$ cat config.mk
export PLATFORM = sky130hd
export DESIGN_NAME = modn_cnt_div
export DESIGN_NICKNAME = d
export VERILOG_FILES = /design/src/rtl/modn_cnt_div.sv
export SDC_FILE = /design/constraint.sdc
export NUM_CORES = 1
export LEC_CHECK = 0
export CORE_AREA = 8 8 45 47
export CTS_BUF_LIST = sky130_fd_sc_hd__clkbuf_4 sky130_fd_sc_hd__clkbuf_8
export CTS_CLUSTER_DIAMETER = 100
export DETAILED_ROUTE_END_ITERATION = 8
export DIE_AREA = 0 0 53 55
export GPL_TIMING_DRIVEN = 0
export PLACE_DENSITY_LB_ADDON = 0.12
export SETUP_SLACK_MARGIN = 0.2
export SYNTH_ARGS = -nofsm -noshare
export SYNTH_HDL_FRONTEND = slang
export SYNTH_SLANG_ARGS = --single-unit
$ cat constraint.sdc
create_clock -name in_clk -period 1.62 [get_ports in_clk]
set_input_delay 0.243 -clock in_clk [delete_from_list [all_inputs] [get_ports in_clk]]
set_output_delay 0.243 -clock in_clk [all_outputs]
set_load 0.01 [all_outputs]
$ cat src/rtl/modn_cnt_div.sv
// rtl/modn_cnt_div.sv - Modulo-MOD up/down counter with wrap pulse plus a 50% duty clock divider.
// All state is registered on in_clk and cleared asynchronously by active-low rst.
module modn_cnt_div #(
  parameter int MOD      = 6,
  parameter int W        = 4,
  parameter int DIV_HALF = 3
) (
  input  logic         in_clk,
  input  logic         rst,
  input  logic         clr,
  input  logic         load,
  input  logic [W-1:0] load_val,
  input  logic         en,
  input  logic         up,
  output logic [W-1:0] q,
  output logic         carry,
  output logic         out_clk
);

  localparam int DW = (DIV_HALF > 1) ? $clog2(DIV_HALF) : 1;
  localparam logic [W-1:0]  CNT_MAX = W'(MOD - 1);
  localparam logic [DW-1:0] DIV_MAX = DW'(DIV_HALF - 1);

  if (MOD < 2 || (2 ** W) < MOD || DIV_HALF < 1) begin : g_bad_params
    $error("modn_cnt_div: illegal parameters MOD=%0d W=%0d DIV_HALF=%0d", MOD, W, DIV_HALF);
  end

  logic [W-1:0]  cnt_q, cnt_d;
  logic          carry_q, carry_d;
  logic [DW-1:0] dcnt_q, dcnt_d;
  logic          oclk_q, oclk_d;

  always_comb begin
    cnt_d   = cnt_q;
    carry_d = 1'b0;
    if (clr) begin
      cnt_d = '0;
    end else if (load) begin
      // Out-of-range load values saturate so q can never leave 0..MOD-1.
      cnt_d = (load_val > CNT_MAX) ? CNT_MAX : load_val;
    end else if (en) begin
      if (up) begin
        if (cnt_q == CNT_MAX) begin
          cnt_d   = '0;
          carry_d = 1'b1;
        end else begin
          cnt_d = cnt_q + W'(1);
        end
      end else begin
        if (cnt_q == '0) begin
          cnt_d   = CNT_MAX;
          carry_d = 1'b1;
        end else begin
          cnt_d = cnt_q - W'(1);
        end
      end
    end
  end

  always_comb begin
    dcnt_d = dcnt_q;
    oclk_d = oclk_q;
    if (clr) begin
      dcnt_d = '0;
      oclk_d = 1'b0;
    end else if (dcnt_q == DIV_MAX) begin
      dcnt_d = '0;
      oclk_d = ~oclk_q;
    end else begin
      dcnt_d = dcnt_q + DW'(1);
    end
  end

  always_ff @(posedge in_clk or negedge rst) begin
    if (!rst) begin
      cnt_q   <= '0;
      carry_q <= 1'b0;
      dcnt_q  <= '0;
      oclk_q  <= 1'b0;
    end else begin
      cnt_q   <= cnt_d;
      carry_q <= carry_d;
      dcnt_q  <= dcnt_d;
      oclk_q  <= oclk_d;
    end
  end

  assign q       = cnt_q;
  assign carry   = carry_q;
  assign out_clk = oclk_q;

endmodule
=== Word level (Yosys, flattened, before mapping) ===
Cells that the tools add are included.

* Register bits after elaboration: 8
* Output and inout port bits: 6
* Logic and storage cells: 31

* Add/subtract/negate cells: 3
* Order comparisons: 1
* Equality and inequality tests: 2
* Multiplexer cells: 17
* Bitwise gates (word level): 1
* Reduce and logical (&&, ||, !) cells: 3

{| class="wikitable"
|+ Operators by type and width
! operator !! count
|-
| $mux 4 || 7
|-
| $mux 1 || 8
|-
| $add 4x1->4 const B || 1
|-
| $eq 4x3->1 const B || 1
|-
| $gt 4x3->1 const B || 1
|-
| $logic_not 4->1 || 1
|-
| $mux 2 || 2
|-
| $sub 4x1->4 const B || 1
|-
| $reduce_bool 3->1 || 1
|-
| $add 2x1->2 const B || 1
|-
| $eq 2x2->1 const B || 1
|-
| $reduce_bool 2->1 || 1
|-
| $not 1->1 || 1
|}

=== Logic depth before layout (Yosys ltp) ===
* Word-level depth: 6
* Mapped depth: 5
* Depth with buffers taken out: 4

=== Worst setup path before layout ===
No wires, ideal clock.

* Kind: reg2reg
* Start point: register cnt_q[0] (netlist: q[0])
* End point: register cnt_q[3] (netlist: q[3])
* Arrival time: 1251 ps
* Setup slack: 250 ps
* Stages on the path, launching flop included: 6
* Period minus slack after synthesis: 1370 ps
* Path through: dfrtp_1 > buf_6 > or3_4 > o21ai_2 > mux2i_1 > and2_1

* Longest elaborated chain between the ends: 6

{| class="wikitable"
|+ Ends and longest elaborated chain
! item !! line !! source
|-
| start, declared || 28 || <nowiki>logic [W-1:0] cnt_q, cnt_d;</nowiki>
|-
| start signal, assigned || 81 || <nowiki>cnt_q <= cnt_d;</nowiki>
|-
| $sub 4x1->4 (tied with other cells) || 54 || <nowiki>cnt_d = cnt_q - W'(1);</nowiki>
|-
| $mux 4 (on tied branches) || 50, 43 ||
|-
| $mux 4 * || 42 || <nowiki>if (up) begin</nowiki>
|-
| $mux 4 * || 41 || <nowiki>end else if (en) begin</nowiki>
|-
| $mux 4 * || 38 || <nowiki>end else if (load) begin</nowiki>
|-
| $mux 4 * || 36 || <nowiki>if (clr) begin</nowiki>
|}

Every way passes the cells marked *; elsewhere a longest branch is shown, timed or not. The select of a mux whose other input is x is not followed.
A chain may end at the register's enable or synchronous reset.

=== Worst setup path in the final report ===
* Start point: register cnt_q[2] (netlist: q[2])
* End point: register cnt_q[2] (netlist: q[2])

Same word-level chain as after synthesis.

==> impl_metrics.tcl <==
set metrics [dict create \
    dieWidth_um 53 \
    port_buffers 13 \
    final_cell_area_um2 707 \
    worst-endpoint-arrival_ns 1.54 \
    finalSetupViolCount 0 \
    ys_seq_area_share_pct 39.3 \
    cap_violations 0 \
    critPathKind "register to register" \
    dieArea_um2 2920 \
    cts_buffers 3 \
    gp_congestion 0.743 \
    vias 459 \
    cp_max_fo 6 \
    hold_viol 0 \
    syn_area_per_cell_um2 9.61 \
    drive_gt1_share_pct 18.3 \
    dp_hpwl_um 862 \
    critPathCaptureType "register" \
    pre_cts_ws_ns -0.0572 \
    cts_tree "done" \
    drt_wl_total_mm 1.16 \
    period_minus_slack_ns 1.41 \
    drv_slew 0 \
    post_drt_wl_per_cell_um 13.3 \
    antenna_found_initial 0 \
    ant_nets 0 \
    final_common_cell "clkdlybuf4s50_1" \
    areaGrowthSynthToFinish_pct 38.8 \
    power_leakage_uw 0.000341 \
    grt_pass1_wl_mm 2.00 \
    grt_usage_pct 9.79 \
    rows 14 \
    grt_start_max_net_pins 11 \
    fin_crit_sh_pct 86.7 \
    start_util_pct 36.8 \
    hold_path.class "input port to asynchronous set/reset pin" \
    cts_max_level 1 \
    finalSetupTns_ns 0 \
    drtIter0Drc 4 \
    overflow 0 \
    syn_nets 63 \
    core_area_um2 1380 \
    ys_types 31 \
    placed_cell_area_um2 659 \
    viasPerCell 5.28 \
    nets 83 \
    postLayoutCoreUtil_pct 51.1 \
    setup_ws_ns 0.215 \
    worstPathRequired_ns 1.75 \
    path_clk_slew_ns 0.05 \
    post-route-drc-count 0 \
    insertion_delay_ns 0.25 \
    first_pass_iters 4 \
    maxSlewHeadroom_pct 77.6 \
    final_cell_mix "clkdlybuf4s50_1, nor2_1, dfrtp_1" \
    fillCellCount 146 \
    ys_warn_count 0 \
    cts_sinks 8 \
    start_kind "register" \
    io_pins 16 \
    max_freq_mhz 712 \
    grt_pass1_vias 452 \
    ys_ff_latch 8 \
    die_h_um 55 \
    fin_worst_skew_ns 0.00109 \
    status "complete, no violations" \
    cts_hold_buffers 0 \
    cts_buffer_depth 2 \
    root_buffer "clkbuf_4" \
    syn_area_um2 509 \
    worst_pin_slew_ns 0.334 \
    ir_drop_mv 0.558 \
    n_antenna_cell 0 \
    synth_cells 53 \
    rsz0062_at_grt "yes" \
    power_per_cell_area_nw_per_um2 716 \
]
## final timing paths
path	from	slack (ns)	cells past startpoint	end
min reg2reg	dcnt_q[1]	0.45	1	dcnt_q[1]
min	rst	0.26	1	out_clk
max reg2reg	q[2]	0.21	5	q[2]
max in group asynchronous	rst	1.09	1	q[1]
min in group in_clk	load	0.29	2	q[1]
max	q[2]	0.21	5	q[2]
## area by class of cell
class | instances | area [µm²] | share of cell area [%]
Clock buffer | 3 | 22.5 | 3.19
Tap cell | 16 | 20.0 | 2.83
Inverter | 2 | 7.51 | 1.06
Sequential cell | 8 | 203 | 28.7
Buffer | 4 | 31.3 | 4.42
Timing Repair Buffer | 15 | 153 | 21.6
Multi-Input combinational cell | 39 | 270 | 38.2
## cells by family after synthesis
kind of cell | after synthesis | share of synthesized area, %
buffers and inverters | 6 | 7.62
flip-flops | 8 | 39.3
AND/OR/NAND/NOR | 21 | 23.8
AO/OA/AOI/OAI | 13 | 20.4
XOR/XNOR | 4 | 6.88
multiplexers | 1 | 1.97
## critical path: stages (launching register included)
cell      delay, ns
dfrtp_1        0.39
buf_6          0.14
a311oi_2       0.25
nand2_1        0.08
a22o_1         0.21
a32o_1         0.22
## through the flow
step | hold WS (ns) | total power, µW | std cells
global route | 0.273 | 538 | 87
global placement | 0.438 | 356 | 82
detailed placement | 0.442 | 358 | 82
floorplan | -0.0526 | 301 | 53
finish | 0.257 | 506 | 87
CTS | 0.263 | 512 | 86
## timing repair
item | in CTS | in global routing
endpoints found under the setup margin | 3 | 6
pin swaps | 0 | 2
resized for setup | 4 | 5
setup buffers | 1 | 1
## per-layer routing
layer / GRT usage, % / wire, µm / part of all wire (%) / up-vias
met5: 0 / 0 / 0 / -
met4: 7.76 / 38 / 3.3 / 0
met3: 4.81 / 89 / 7.7 / 4
met2: 13.9 / 490 / 42 / 16
met1: 11.0 / 539 / 47 / 209
li1: - / - / - / 230
## where the power goes
group / total (µW) / switching [µW] / internal, µW
sequential: 223 / 9.92 / 213
combinational: 136 / 61.5 / 74.3
clock: 148 / 63.3 / 84.4
total: 506 / 135 / 371
## cell usage after synthesis (all sizes together)
master | count | area share [%]
nand3 | 2 | 2.0
dfrtp | 8 | 39
nand2 | 2 | 1.5
a311oi | 1 | 2.9
a21oi | 1 | 0.98
a21boi | 1 | 1.5
clkbuf | 1 | 0.74
nor3b | 1 | 1.5
nand4b | 2 | 3.4
o21ai | 2 | 2.7
a22o | 1 | 1.7
buf | 3 | 5.4
and2 | 1 | 1.2
nor2 | 6 | 4.4
o31ai | 1 | 1.5
o22ai | 1 | 1.2
nand4 | 1 | 1.2
o21bai | 1 | 1.5
nand3b | 1 | 1.5
xnor2 | 2 | 3.4
xor2 | 2 | 3.4
a32o | 1 | 2.0
or3 | 1 | 2.2
mux2i | 1 | 2.0
a211oi | 3 | 4.4
or2b | 1 | 1.5
nor2b | 2 | 2.5
nor3 | 1 | 0.98
inv | 2 | 1.5
## flip-flops by register name, indices dropped and copies added, names as in the netlist
signal and cells:
q 4, carry 1, out_clk 1, dcnt_q 2
No activity file was read; power rests on OpenSTA's default activity.
